`config.mk`:
```
export PLATFORM = sky130hd
export DESIGN_NAME = json_scan_ctrl_flat
export DESIGN_NICKNAME = d
export VERILOG_FILES = /design/src/rtl/json_scan_ctrl_if.sv /design/src/rtl/json_scan_ctrl.sv /design/src/flat_wrapper.sv
export SDC_FILE = /design/constraint.sdc
export NUM_CORES = 1
export LEC_CHECK = 0
export CAP_MARGIN = 20
export CORE_MARGIN = 5
export CORE_UTILIZATION = 61
export DETAILED_ROUTE_END_ITERATION = 10
export PLACE_DENSITY = 0.81
export SLEW_MARGIN = 0
export SYNTH_ARGS = -nofsm -noshare
export SYNTH_HDL_FRONTEND = slang
export SYNTH_SLANG_ARGS = --single-unit
```
`constraint.sdc`:
```
create_clock -name clk -period 4.4 [get_ports clk]
set_clock_uncertainty 0.15 [all_clocks]
set_input_delay 1.1 -clock clk [delete_from_list [all_inputs] [get_ports clk]]
set_output_delay 1.1 -clock clk [all_outputs]
set_load 0.05 [all_outputs]
```
`src/rtl/json_scan_ctrl_if.sv`:
```
// Byte-stream and result channels of the JSON structural scanner.
// res_max_depth is present only when JSON_SCAN_MAX_DEPTH_STAT_EN is defined.
interface json_scan_ctrl_if #(
  parameter int MAX_DEPTH = 16,
  parameter int POS_W     = 32
);
  localparam int DEPTH_W = $clog2(MAX_DEPTH + 1);

  logic             in_valid;
  logic             in_ready;
  logic [7:0]       in_data;
  logic             in_last;
  logic             res_valid;
  logic             res_ready;
  logic             res_err;
  logic [2:0]       res_kind;
  logic [POS_W-1:0] res_pos;
`ifdef JSON_SCAN_MAX_DEPTH_STAT_EN
  logic [DEPTH_W-1:0] res_max_depth;
`endif

  // Byte producer / result consumer side.
  modport master (
    output in_valid, in_data, in_last, res_ready,
    input  in_ready, res_valid, res_err, res_kind, res_pos
`ifdef JSON_SCAN_MAX_DEPTH_STAT_EN
    , input res_max_depth
`endif
  );

  // Scanner side.
  modport slave (
    input  in_valid, in_data, in_last, res_ready,
    output in_ready, res_valid, res_err, res_kind, res_pos
`ifdef JSON_SCAN_MAX_DEPTH_STAT_EN
    , output res_max_depth
`endif
  );
endinterface

```
`src/rtl/json_scan_ctrl.sv`:
```
// Streaming structural JSON scanner: one byte per cycle, one OK/error result per frame.
// Optional peak-depth statistic on res_max_depth with JSON_SCAN_MAX_DEPTH_STAT_EN.
module json_scan_ctrl #(
  parameter int MAX_DEPTH = 16,
  parameter int POS_W     = 32
) (
  input  logic            clk,
  input  logic            rst_n,
  json_scan_ctrl_if.slave bus
);
  localparam int            DW         = $clog2(MAX_DEPTH + 1);
  localparam logic [DW-1:0] DEPTH_FULL = DW'(MAX_DEPTH);

  typedef enum logic [3:0] {
    S_VALUE, S_VALUE_OR_CLOSE, S_KEY, S_KEY2, S_STR, S_ESC,
    S_UHEX, S_LIT, S_NUM, S_COLON, S_AFTER
  } state_e;

  typedef enum logic [2:0] {
    K_OK = 3'd0, K_EOF = 3'd1, K_UNEXPECTED = 3'd2,
    K_DEPTH = 3'd3, K_TRAILING = 3'd4, K_ESCAPE = 3'd5
  } kind_e;

  typedef enum logic [1:0] {LIT_TRUE, LIT_FALSE, LIT_NULL} lit_e;

  function automatic logic is_ws(input logic [7:0] c);
    return (c == 8'h20) || (c == 8'h09) || (c == 8'h0A) || (c == 8'h0D);
  endfunction

  function automatic logic is_digit(input logic [7:0] c);
    return (c >= "0") && (c <= "9");
  endfunction

  function automatic logic is_hex(input logic [7:0] c);
    return is_digit(c) || ((c >= "a") && (c <= "f")) || ((c >= "A") && (c <= "F"));
  endfunction

  function automatic logic is_num(input logic [7:0] c);
    return is_digit(c) || (c == "+") || (c == "-") || (c == ".") || (c == "e") || (c == "E");
  endfunction

  function automatic logic is_simple_esc(input logic [7:0] c);
    return (c == 8'h22) || (c == 8'h5C) || (c == "/") || (c == "b") ||
           (c == "f") || (c == "n") || (c == "r") || (c == "t");
  endfunction

  // Character expected at index idx of the literal being matched.
  function automatic logic [7:0] lit_char(input lit_e sel, input logic [2:0] idx);
    logic [7:0] c;
    c = 8'h00;
    case (sel)
      LIT_TRUE: case (idx)
        3'd0: c = "t";  3'd1: c = "r";  3'd2: c = "u";  3'd3: c = "e";
        default: c = 8'h00;
      endcase
      LIT_FALSE: case (idx)
        3'd0: c = "f";  3'd1: c = "a";  3'd2: c = "l";  3'd3: c = "s";  3'd4: c = "e";
        default: c = 8'h00;
      endcase
      default: case (idx)
        3'd0: c = "n";  3'd1: c = "u";  3'd2: c = "l";  3'd3: c = "l";
        default: c = 8'h00;
      endcase
    endcase
    return c;
  endfunction

  function automatic logic [2:0] lit_last(input lit_e sel);
    return (sel == LIT_FALSE) ? 3'd4 : 3'd3;
  endfunction

  state_e               state_q, state_d;
  logic [DW-1:0]        depth_q, depth_d;
  logic [MAX_DEPTH-1:0] stack_q, stack_d;
  logic                 key_q, key_d;
  lit_e                 lit_sel_q, lit_sel_d;
  logic [2:0]           lit_idx_q, lit_idx_d;
  logic [1:0]           hex_cnt_q, hex_cnt_d;
  logic [POS_W-1:0]     pos_q, pos_d;
  logic                 err_q, err_d;
  kind_e                err_kind_q, err_kind_d;
  logic [POS_W-1:0]     err_pos_q, err_pos_d;
  logic                 res_valid_q, res_valid_d;
  logic                 res_err_q, res_err_d;
  kind_e                res_kind_q, res_kind_d;
  logic [POS_W-1:0]     res_pos_q, res_pos_d;
`ifdef JSON_SCAN_MAX_DEPTH_STAT_EN
  logic [DW-1:0]        peak_q, peak_d;
  logic [DW-1:0]        res_peak_q, res_peak_d;
`endif

  state_e           eff;
  logic [7:0]       b;
  logic             accept;
  logic             byte_err;
  kind_e            byte_kind;
  logic             push, push_obj, pop;
  logic             frame_ok;
  logic [POS_W-1:0] pos_inc;

  assign b        = bus.in_data;
  assign accept   = bus.in_valid && !res_valid_q;
  assign pos_inc  = (&pos_q) ? pos_q : pos_q + 1'b1;

  assign bus.in_ready  = !res_valid_q;
  assign bus.res_valid = res_valid_q;
  assign bus.res_err   = res_err_q;
  assign bus.res_kind  = res_kind_q;
  assign bus.res_pos   = res_pos_q;
`ifdef JSON_SCAN_MAX_DEPTH_STAT_EN
  assign bus.res_max_depth = res_peak_q;
`endif

  // NOTE: every variable gets its default first so no path leaves one unassigned (no latches).
  always_comb begin
    state_d     = state_q;
    depth_d     = depth_q;
    stack_d     = stack_q;
    key_d       = key_q;
    lit_sel_d   = lit_sel_q;
    lit_idx_d   = lit_idx_q;
    hex_cnt_d   = hex_cnt_q;
    pos_d       = pos_q;
    err_d       = err_q;
    err_kind_d  = err_kind_q;
    err_pos_d   = err_pos_q;
    res_valid_d = res_valid_q;
    res_err_d   = res_err_q;
    res_kind_d  = res_kind_q;
    res_pos_d   = res_pos_q;
`ifdef JSON_SCAN_MAX_DEPTH_STAT_EN
    peak_d      = peak_q;
    res_peak_d  = res_peak_q;
`endif
    eff       = state_q;
    byte_err  = 1'b0;
    byte_kind = K_UNEXPECTED;
    push      = 1'b0;
    push_obj  = 1'b0;
    pop       = 1'b0;
    frame_ok  = 1'b0;

    if (res_valid_q) begin
      // Result handshake also rearms the scanner for the next frame.
      if (bus.res_ready) begin
        res_valid_d = 1'b0;
        state_d     = S_VALUE;
        depth_d     = '0;
        stack_d     = '0;
        key_d       = 1'b0;
        lit_idx_d   = '0;
        hex_cnt_d   = '0;
        pos_d       = '0;
        err_d       = 1'b0;
        err_kind_d  = K_OK;
        err_pos_d   = '0;
`ifdef JSON_SCAN_MAX_DEPTH_STAT_EN
        peak_d      = '0;
`endif
      end
    end else if (accept) begin
      pos_d = pos_inc;
      if (!err_q) begin
        // A byte that cannot extend a number is handled as if the number had already ended.
        if (state_q == S_NUM && !is_num(b)) eff = S_AFTER;
        state_d = eff;
        case (eff)
          S_VALUE, S_VALUE_OR_CLOSE: begin
            if (eff == S_VALUE_OR_CLOSE && b == 8'h5D) pop = 1'b1;
            else if (b == 8'h7B) begin push = 1'b1; push_obj = 1'b1; state_d = S_KEY; end
            else if (b == 8'h5B) begin push = 1'b1; state_d = S_VALUE_OR_CLOSE; end
            else if (b == 8'h22) begin key_d = 1'b0; state_d = S_STR; end
            else if (b == "t") begin lit_sel_d = LIT_TRUE;  lit_idx_d = 3'd1; state_d = S_LIT; end
            else if (b == "f") begin lit_sel_d = LIT_FALSE; lit_idx_d = 3'd1; state_d = S_LIT; end
            else if (b == "n") begin lit_sel_d = LIT_NULL;  lit_idx_d = 3'd1; state_d = S_LIT; end
            else if (b == "-" || is_digit(b)) state_d = S_NUM;
            else if (!is_ws(b)) byte_err = 1'b1;
          end
          S_KEY, S_KEY2: begin
            if (b == 8'h22) begin key_d = 1'b1; state_d = S_STR; end
            else if (eff == S_KEY && b == 8'h7D) pop = 1'b1;
            else if (!is_ws(b)) byte_err = 1'b1;
          end
          S_STR: begin
            if (b == 8'h5C) state_d = S_ESC;
            else if (b == 8'h22) state_d = key_q ? S_COLON : S_AFTER;
            else if (b < 8'h20) byte_err = 1'b1;
          end
          S_ESC: begin
            if (b == "u") begin hex_cnt_d = 2'd0; state_d = S_UHEX; end
            else if (is_simple_esc(b)) state_d = S_STR;
            else begin byte_err = 1'b1; byte_kind = K_ESCAPE; end
          end
          S_UHEX: begin
            if (!is_hex(b)) begin byte_err = 1'b1; byte_kind = K_ESCAPE; end
            else if (hex_cnt_q == 2'd3) state_d = S_STR;
            else hex_cnt_d = hex_cnt_q + 2'd1;
          end
          S_LIT: begin
            if (b != lit_char(lit_sel_q, lit_idx_q)) byte_err = 1'b1;
            else if (lit_idx_q == lit_last(lit_sel_q)) state_d = S_AFTER;
            else lit_idx_d = lit_idx_q + 3'd1;
          end
          S_NUM: begin
            state_d = S_NUM;
          end
          S_COLON: begin
            if (b == ":") state_d = S_VALUE;
            else if (!is_ws(b)) byte_err = 1'b1;
          end
          default: begin
            // stack_q[0] is the innermost container: 1 = object, 0 = array.
            if (is_ws(b)) state_d = S_AFTER;
            else if (depth_q == '0) begin byte_err = 1'b1; byte_kind = K_TRAILING; end
            else if (b == ",") state_d = stack_q[0] ? S_KEY2 : S_VALUE;
            else if ((b == 8'h7D && stack_q[0]) || (b == 8'h5D && !stack_q[0])) pop = 1'b1;
            else byte_err = 1'b1;
          end
        endcase

        if (push) begin
          if (depth_q == DEPTH_FULL) begin
            byte_err  = 1'b1;
            byte_kind = K_DEPTH;
          end else begin
            depth_d = depth_q + 1'b1;
            stack_d = (stack_q << 1) | MAX_DEPTH'(push_obj);
          end
        end
        if (pop) begin
          depth_d = depth_q - 1'b1;
          stack_d = stack_q >> 1;
          state_d = S_AFTER;
        end
        if (byte_err) begin
          err_d      = 1'b1;
          err_kind_d = byte_kind;
          err_pos_d  = pos_q;
        end
`ifdef JSON_SCAN_MAX_DEPTH_STAT_EN
        if (!byte_err && depth_d > peak_q) peak_d = depth_d;
`endif
      end

      if (bus.in_last) begin
        frame_ok    = !err_d && (depth_d == '0) && (state_d == S_AFTER || state_d == S_NUM);
        res_valid_d = 1'b1;
        res_err_d   = !frame_ok;
        res_kind_d  = err_d ? err_kind_d : (frame_ok ? K_OK : K_EOF);
        res_pos_d   = err_d ? err_pos_d : pos_inc;
`ifdef JSON_SCAN_MAX_DEPTH_STAT_EN
        res_peak_d  = peak_d;
`endif
      end
    end
  end

  // NOTE: state registers use non-blocking assignments so every flop samples pre-edge values.
  // NOTE: the nesting stack is a plain register, so it is reset along with everything else.
  always_ff @(posedge clk or negedge rst_n) begin
    if (!rst_n) begin
      state_q     <= S_VALUE;
      depth_q     <= '0;
      stack_q     <= '0;
      key_q       <= 1'b0;
      lit_sel_q   <= LIT_TRUE;
      lit_idx_q   <= '0;
      hex_cnt_q   <= '0;
      pos_q       <= '0;
      err_q       <= 1'b0;
      err_kind_q  <= K_OK;
      err_pos_q   <= '0;
      res_valid_q <= 1'b0;
      res_err_q   <= 1'b0;
      res_kind_q  <= K_OK;
      res_pos_q   <= '0;
`ifdef JSON_SCAN_MAX_DEPTH_STAT_EN
      peak_q      <= '0;
      res_peak_q  <= '0;
`endif
    end else begin
      state_q     <= state_d;
      depth_q     <= depth_d;
      stack_q     <= stack_d;
      key_q       <= key_d;
      lit_sel_q   <= lit_sel_d;
      lit_idx_q   <= lit_idx_d;
      hex_cnt_q   <= hex_cnt_d;
      pos_q       <= pos_d;
      err_q       <= err_d;
      err_kind_q  <= err_kind_d;
      err_pos_q   <= err_pos_d;
      res_valid_q <= res_valid_d;
      res_err_q   <= res_err_d;
      res_kind_q  <= res_kind_d;
      res_pos_q   <= res_pos_d;
`ifdef JSON_SCAN_MAX_DEPTH_STAT_EN
      peak_q      <= peak_d;
      res_peak_q  <= res_peak_d;
`endif
    end
  end

endmodule

```
`src/flat_wrapper.sv`:
```
// flat-port wrapper written by rule: the top's interface ports become plain ports
module json_scan_ctrl_flat 
#(
  parameter int MAX_DEPTH = 16,
  parameter int POS_W     = 32
)
  (clk, rst_n, bus_in_valid, bus_in_data, bus_in_last, bus_res_ready, bus_in_ready, bus_res_valid, bus_res_err, bus_res_kind, bus_res_pos);
  json_scan_ctrl_if #(.MAX_DEPTH(MAX_DEPTH), .POS_W(POS_W)) bus_i ();
  input  logic clk;
  input  logic rst_n;
  input wire logic [$bits(bus_i.in_valid)-1:0] bus_in_valid;
  input wire logic [$bits(bus_i.in_data)-1:0] bus_in_data;
  input wire logic [$bits(bus_i.in_last)-1:0] bus_in_last;
  input wire logic [$bits(bus_i.res_ready)-1:0] bus_res_ready;
  output wire logic [$bits(bus_i.in_ready)-1:0] bus_in_ready;
  output wire logic [$bits(bus_i.res_valid)-1:0] bus_res_valid;
  output wire logic [$bits(bus_i.res_err)-1:0] bus_res_err;
  output wire logic [$bits(bus_i.res_kind)-1:0] bus_res_kind;
  output wire logic [$bits(bus_i.res_pos)-1:0] bus_res_pos;
  assign bus_i.in_valid = bus_in_valid;
  assign bus_i.in_data = bus_in_data;
  assign bus_i.in_last = bus_in_last;
  assign bus_i.res_ready = bus_res_ready;
  assign bus_in_ready = bus_i.in_ready;
  assign bus_res_valid = bus_i.res_valid;
  assign bus_res_err = bus_i.res_err;
  assign bus_res_kind = bus_i.res_kind;
  assign bus_res_pos = bus_i.res_pos;
  json_scan_ctrl #(.MAX_DEPTH(MAX_DEPTH), .POS_W(POS_W)) u_core (.clk(clk), .rst_n(rst_n), .bus(bus_i));
endmodule
```
Word-level counts from Yosys, hierarchy flattened --
Cells that the tools add are included.
Storage, ports and cells: input bits 13, output and inout port bits 38, word-level logic and storage cells 335, register bits 138
Cells by class: bitwise logic cells 7, $lt $le $gt $ge 7, mux-type cells 181, equality and inequality tests 60, add/subtract/negate cells 5, reduce and logical (&&, ||, !) cells 60
Operator list (count):
- 32-bit 2-to-1 mux | 9
- 4-bit 2-to-1 mux | 32
- 16-bit 2-to-1 mux | 7
- 8-bit by 7-bit == test with 1-bit output (second input constant) | 13
- 3-bit 2-to-1 mux | 26
- 1-bit 2-to-1 mux | 71
- 8-bit by 6-bit == test with 1-bit output (second input constant) | 8
- 5-bit 2-to-1 mux | 9
- 7-bit case mux with 5 select lines | 1
- 32-bit by 1-bit adder with 32-bit output (second input constant) | 1
- 8-bit 2-to-1 mux | 4
- 4-bit case mux with 8 select lines | 1
- 32-bit AND reduction | 1
- 7-bit case mux with 4 select lines | 1
- 8-bit by 4-bit == test with 1-bit output (second input constant) | 3
- 2-bit 2-to-1 mux | 12
- 3-bit by 2-bit != test with 1-bit output (second input constant) | 7
- 7-bit case mux with 3 select lines | 1
- 4-bit == test (second input constant) | 5
- 1-bit logical OR | 20
- 9-bit AND reduction | 2
- 4-bit by 3-bit == test with 1-bit output (second input constant) | 4
- 8-bit by 7-bit >= comparator with 1-bit output (second input constant) | 2
- 8-bit by 7-bit less-or-equal comparator with 1-bit output (second input constant) | 2
- 45 further kinds | 78

Longest topological paths before layout --
depth after elaboration 35, gate-level depth with buffers 15, depth with buffers taken out 11

Least setup slack after synthesis --
No wires, ideal clock.
path kind input port to flip-flop, start point in bus_in_data[1], end point reg u_core.res_kind_q[0], in the netlist u_core.bus.res_kind[0], data required time 4.108 ns, library setup time 0.142 ns, slack 0.497 ns, data arrival time 3.611 ns, path buffers 2, stages 11, path through clkbuf_1 > or4b_1 > o32a_1 > and2_1 > nand4_1 > o211a_1 > clkbuf_1 > nand3_4 > or4b_4 > nor4b_4 > a211oi_1
On the way: word-level cells in the longest chain between the ends 33, elaborated cells between the ends (all ways) 178, classes of those cells order compare: 7; eq/ne: 36; mux: 97; reduce/logical: 38
Ends and longest elaborated chain:
- start: declaration | RTL line flat_wrapper.sv:12 | input wire logic [$bits(bus_i.in_data)-1:0] bus_in_data;
- parallel branches: the longest is 32 deep, another holds 8-bit by 6-bit >= comparator with 1-bit output
- 3-bit 2-to-1 mux * | RTL line json_scan_ctrl.sv:249 | res_kind_d = err_d ? err_kind_d : (frame_ok ? K_OK : K_EOF);
- end signal: assignment | RTL line json_scan_ctrl.sv:295 | res_kind_q <= res_kind_d;
- end: declaration | RTL line json_scan_ctrl.sv:85 | kind_e res_kind_q, res_kind_d;
Mark *: on every way between the ends. The select of a mux whose other input is x is not followed. A chain may end at the register's enable or synchronous reset.

Worst setup path in the final report --
start point in bus_in_data[2], end point reg u_core.res_kind_q[0], in the netlist u_core.bus.res_kind[0]
Same word-level chain as after synthesis.

==> results.py <==
metrics = {
    "outcome": {
        "outcome": "finished clean",
    },
    "layout": {
        "final_util_pct": 71.9,
        "post_layout_nonfiller_instances": 1349,
        "final_cell_area_um2": 10400,
        "filler_cell_count": 1155,
        "layout-area-overhead-vs-synth_pct": 15.9,
        "antenna_cells": 0,
        "finalNetCount": 1176,
        "drive_above_1_share_pct": 10.5,
    },
    "routing": {
        "via_per_instance_ratio": 6.61,
        "postRouteWirelength_um": 25800,
        "routed_length_per_placed_instance_um": 19.2,
        "routed_via_count": 8923,
        "route.detailed.drc": 0,
        "postRouteAntennaNets": 0,
        "detail_route.iter0.violations": 931,
        "drt_first_pass_iters": 6,
    },
    "yosys": {
        "post_synthesis_sequential_element_count": 138,
        "post_synth_main_area_contributors": "sky130_fd_sc_hd__dfrtp_1, sky130_fd_sc_hd__nand2_1, sky130_fd_sc_hd__o21ai_0",
        "asyncSetResetFlopFracSynth_pct": 100,
        "synth_cells": 1114,
        "ys.warnings.count": 0,
        "leading_register_cell_type_out_of_synthesis": "sky130_fd_sc_hd__dfrtp_1",
        "ys_types": 83,
        "ys_top_cells_by_count": "sky130_fd_sc_hd__nand2_1, sky130_fd_sc_hd__dfrtp_1, sky130_fd_sc_hd__o21ai_0",
        "yosys.cell_count.top_type": "sky130_fd_sc_hd__nand2_1",
        "synthDominantAreaCellType": "sky130_fd_sc_hd__dfrtp_1",
        "synth_enable_flop_cells": 0,
        "yosysSeqAreaShare_pct": 38.4,
        "syn_area_um2": 8990,
        "post-synth-top-area-fraction_pct": 38.4,
        "synth.net_count": 1137,
        "syn_area_per_cell_um2": 8.07,
    },
    "timing": {
        "drv_slew": 0,
        "setup_repair_after_global_routing_missed_its_margin": "no",
        "worst_pin_slew_ns": 0.849,
        "setup_viol": 0,
        "relSlewSlack_pct": 43.4,
        "report.final.hold_viol_count": 0,
        "max_freq_mhz": 249,
        "final_critical_path_time_including_i_o_delays_and_setup_ns": 4.02,
        "worst_slack_ns": 0.384,
        "fin_crit_sh_pct": 91.3,
    },
    "power": {
        "clkPwrFrac_pct": 26.9,
        "power.density_cell_area_nw_per_um2": 486,
        "power.combinational.fraction_pct": 40.8,
        "vdd_drop_max_mv": 0.517,
        "sw_frac_of_total_pct": 42.7,
        "intPower_mw": 2.90,
        "p_leak_nw": 4.34,
        "pwr-share-seq_pct": 32.4,
        "switching_power_mw": 2.16,
    },
    "grt": {
        "grt_overflow_total": 0,
        "grt_usage_pct": 29.9,
        "grt_start_max_net_pins": 93,
        "antenna_found_initial": 0,
        "vias_in_the_first_global_route": 8341,
        "grt_pass1_wl_um": 43300,
    },
    "clocking": {
        "clk_pin_slew_worst_paths_ns": 0.06,
        "holdBufCountCts": 0,
        "root_buffer": "sky130_fd_sc_hd__clkbuf_16",
        "tritoncts": "yes",
        "tritoncts.num_buffers": 17,
        "ctsLongestPathBuffers": 2,
        "cts.sinks": 138,
        "cts_htree_levels": 4,
        "worst_skew_pair.late_latency_ns": 0.43,
        "cts_setup_buffers": 0,
        "post_cts_resize_count": 0,
    },
    "die": {
        "rows": 44,
        "initial_utilization_pct": 62.1,
        "placeable_core_region_um2": 14500,
        "floorplan.io_pins": 51,
        "total_die_area_um2": 17300,
        "die_x_um": 131,
        "die_y_um": 131,
    },
    "worst_setup_path": {
        "critical_path_cell_sequence": "clkdlybuf4s50_1 > buf_4 > inv_1 > or3_1 > o32ai_1 > nor4_1 > a31o_4 > nand3_4 > or4b_4 > nor4b_4 > a211oi_1",
        "crit_cells": 11,
        "setup.worst_path.end_class": "register",
        "critical_path.top_delay_family": "simple AND/OR/NAND/NOR gates",
        "cp_slowest_stage_delay_ns": 0.60,
        "worst_ep_required_time_ns": 4.53,
        "critical-path-slowest-cell": "sky130_fd_sc_hd__clkdlybuf4s50_1",
        "cp_class": "input port to register",
        "timing.critical_path.fanout_max": 13,
        "number_of_cells_on_the_worst_reg_to_reg_path": 11,
        "crit_buf_inv": 3,
        "crit_path_start_kind": "input port",
        "cp.arrival_ns": 4.14,
    },
    "placement": {
        "detailedPlacementHpwl_um": 17300,
        "port-buffer-count": 50,
        "post_dp_cell_area_um2": 9860,
        "place.detailed.instances": 1318,
        "place.gp.congestion": 0.920,
        "post-place-ws_ns": -0.00284,
    },
    "hold_path": {
        "hold_critical_path_depth": 2,
        "hold_class": "register to register",
    },
    "run": {
        "timing.max_cap.violations": 0,
    },
}
==> cell families after synthesis <==
family | Yosys count | share of synthesized area, %
AO/OA/AOI/OAI | 295 | 21.0
XOR/XNOR | 9 | 0.877
adder cells (fa/ha/maj) | 10 | 1.39
buffers and inverters | 114 | 5.12
flip-flops | 138 | 38.4
multiplexers | 38 | 4.34
AND/OR/NAND/NOR | 510 | 28.8
==> per-layer routing <==
metal	up-vias	part of all wire [%]	global-route usage (%)
met5	-	0	0
met4	0	1.6	7.83
met3	45	9.3	6.15
met2	458	42	41.6
met1	4265	47	47.3
li1	4155	-	-
==> power groups by stage <==
stage                     combinational (mW)  sequential (mW)  clock (mW)
final                                   2.06             1.64        1.36
after CTS                               2.03             1.63        1.38
after floorplan                         1.14             1.84           0
after global placement                  2.00             1.64           0
after detailed placement                2.02             1.65           0
after global routing                    2.21             1.66        1.44
==> flip-flops by register name, indices dropped and copies added (netlist names) <==
signal and count:
u_core.err_kind_q 3, u_core.hex_cnt_q 2, u_core.bus.res_err 1, u_core.err_pos_q 32
u_core.lit_sel_q 2, u_core.state_q 4, u_core.err_q 1, u_core.depth_q 5
u_core.pos_q 32, u_core.key_q 1, u_core.lit_idx_q 3, u_core.bus.res_kind 3
u_core.bus.res_valid 1, u_core.stack_q 16, u_core.bus.res_pos 32
==> worst register-to-register path: cells and delay by family (launching register included) <==
| family | cells | cell delay, ns |
|---|---|---|
| AOI/OAI and AO/OA | 3 | 0.78 |
| adders and majority gates | 1 | 0.30 |
| buffers and inverters | 1 | 0.12 |
| DFF | 1 | 0.39 |
| muxes | 2 | 0.57 |
| and+or+nand+nor | 4 | 1.33 |
==> path summary, 6_finish.rpt <==
path	startpoint	endpoint	slack, ns
worst max-delay path	bus_in_data[2]	u_core.bus.res_kind[0]	0.38
worst min-delay path	u_core.bus.res_pos[18]	u_core.bus.res_pos[18]	0.32
worst max register to register	u_core.lit_idx_q[0]	u_core.bus.res_kind[0]	0.61
worst min register to register	u_core.bus.res_pos[18]	u_core.bus.res_pos[18]	0.32
max in group asynchronous	rst_n	u_core.bus.res_pos[28]	2.60
min in group asynchronous	rst_n	u_core.stack_q[10]	0.60
==> cells in the final DEF, fill, tap and decap left out, types with 5 or more instances in the layout <==
cell type	count
sky130_fd_sc_hd__clkbuf_16	17
sky130_fd_sc_hd__and2_1	11
sky130_fd_sc_hd__nand4bb_1	5
sky130_fd_sc_hd__nor2b_1	9
sky130_fd_sc_hd__or3_1	9
sky130_fd_sc_hd__nand3b_1	5
sky130_fd_sc_hd__o21ai_0	125
sky130_fd_sc_hd__nand3_1	76
sky130_fd_sc_hd__a21oi_1	29
sky130_fd_sc_hd__o21ai_1	5
sky130_fd_sc_hd__nor3_1	44
sky130_fd_sc_hd__o311ai_0	5
sky130_fd_sc_hd__clkinvlp_4	5
sky130_fd_sc_hd__inv_1	19
sky130_fd_sc_hd__ha_1	10
sky130_fd_sc_hd__xnor2_1	5
sky130_fd_sc_hd__nor4_1	14
sky130_fd_sc_hd__and3_1	34
sky130_fd_sc_hd__a31oi_1	16
sky130_fd_sc_hd__buf_4	63
sky130_fd_sc_hd__nand2b_1	16
sky130_fd_sc_hd__nor2_1	64
sky130_fd_sc_hd__clkdlybuf4s50_1	49
sky130_fd_sc_hd__o21a_1	13
sky130_fd_sc_hd__nand2_1	175
sky130_fd_sc_hd__a211oi_1	6
sky130_fd_sc_hd__mux2i_1	33
sky130_fd_sc_hd__dfrtp_1	137
sky130_fd_sc_hd__nand4_1	14
sky130_fd_sc_hd__o211ai_1	10
sky130_fd_sc_hd__o31ai_1	33
sky130_fd_sc_hd__o22ai_1	6
sky130_fd_sc_hd__a22o_1	5
==> cell type report <==
| cell class | count | area, um^2 | share of cell area, % |
|---|---|---|---|
| Clock buffer | 21 | 470 | 4.52 |
| Clock inverter | 10 | 83.8 | 0.805 |
| Inverter | 19 | 71.3 | 0.685 |
| Multi-Input combinational cell | 862 | 5090 | 48.9 |
| Sequential cell | 138 | 3450 | 33.2 |
| Tap cell | 184 | 230 | 2.21 |
| Timing Repair Buffer | 115 | 1010 | 9.75 |
==> metrics by stage <==
step	hold WS (ns)	power [mW]	setup TNS (ns)
6_report	0.323	5.06	0
5_1_grt	0.352	5.31	0
4_1_cts	0.333	5.04	0
3_5_place_dp	0.319	3.67	-0.00284
3_3_place_gp	0.311	3.65	0
2_1_floorplan	0.304	2.98	0
No activity file was read; power rests on OpenSTA's default activity.
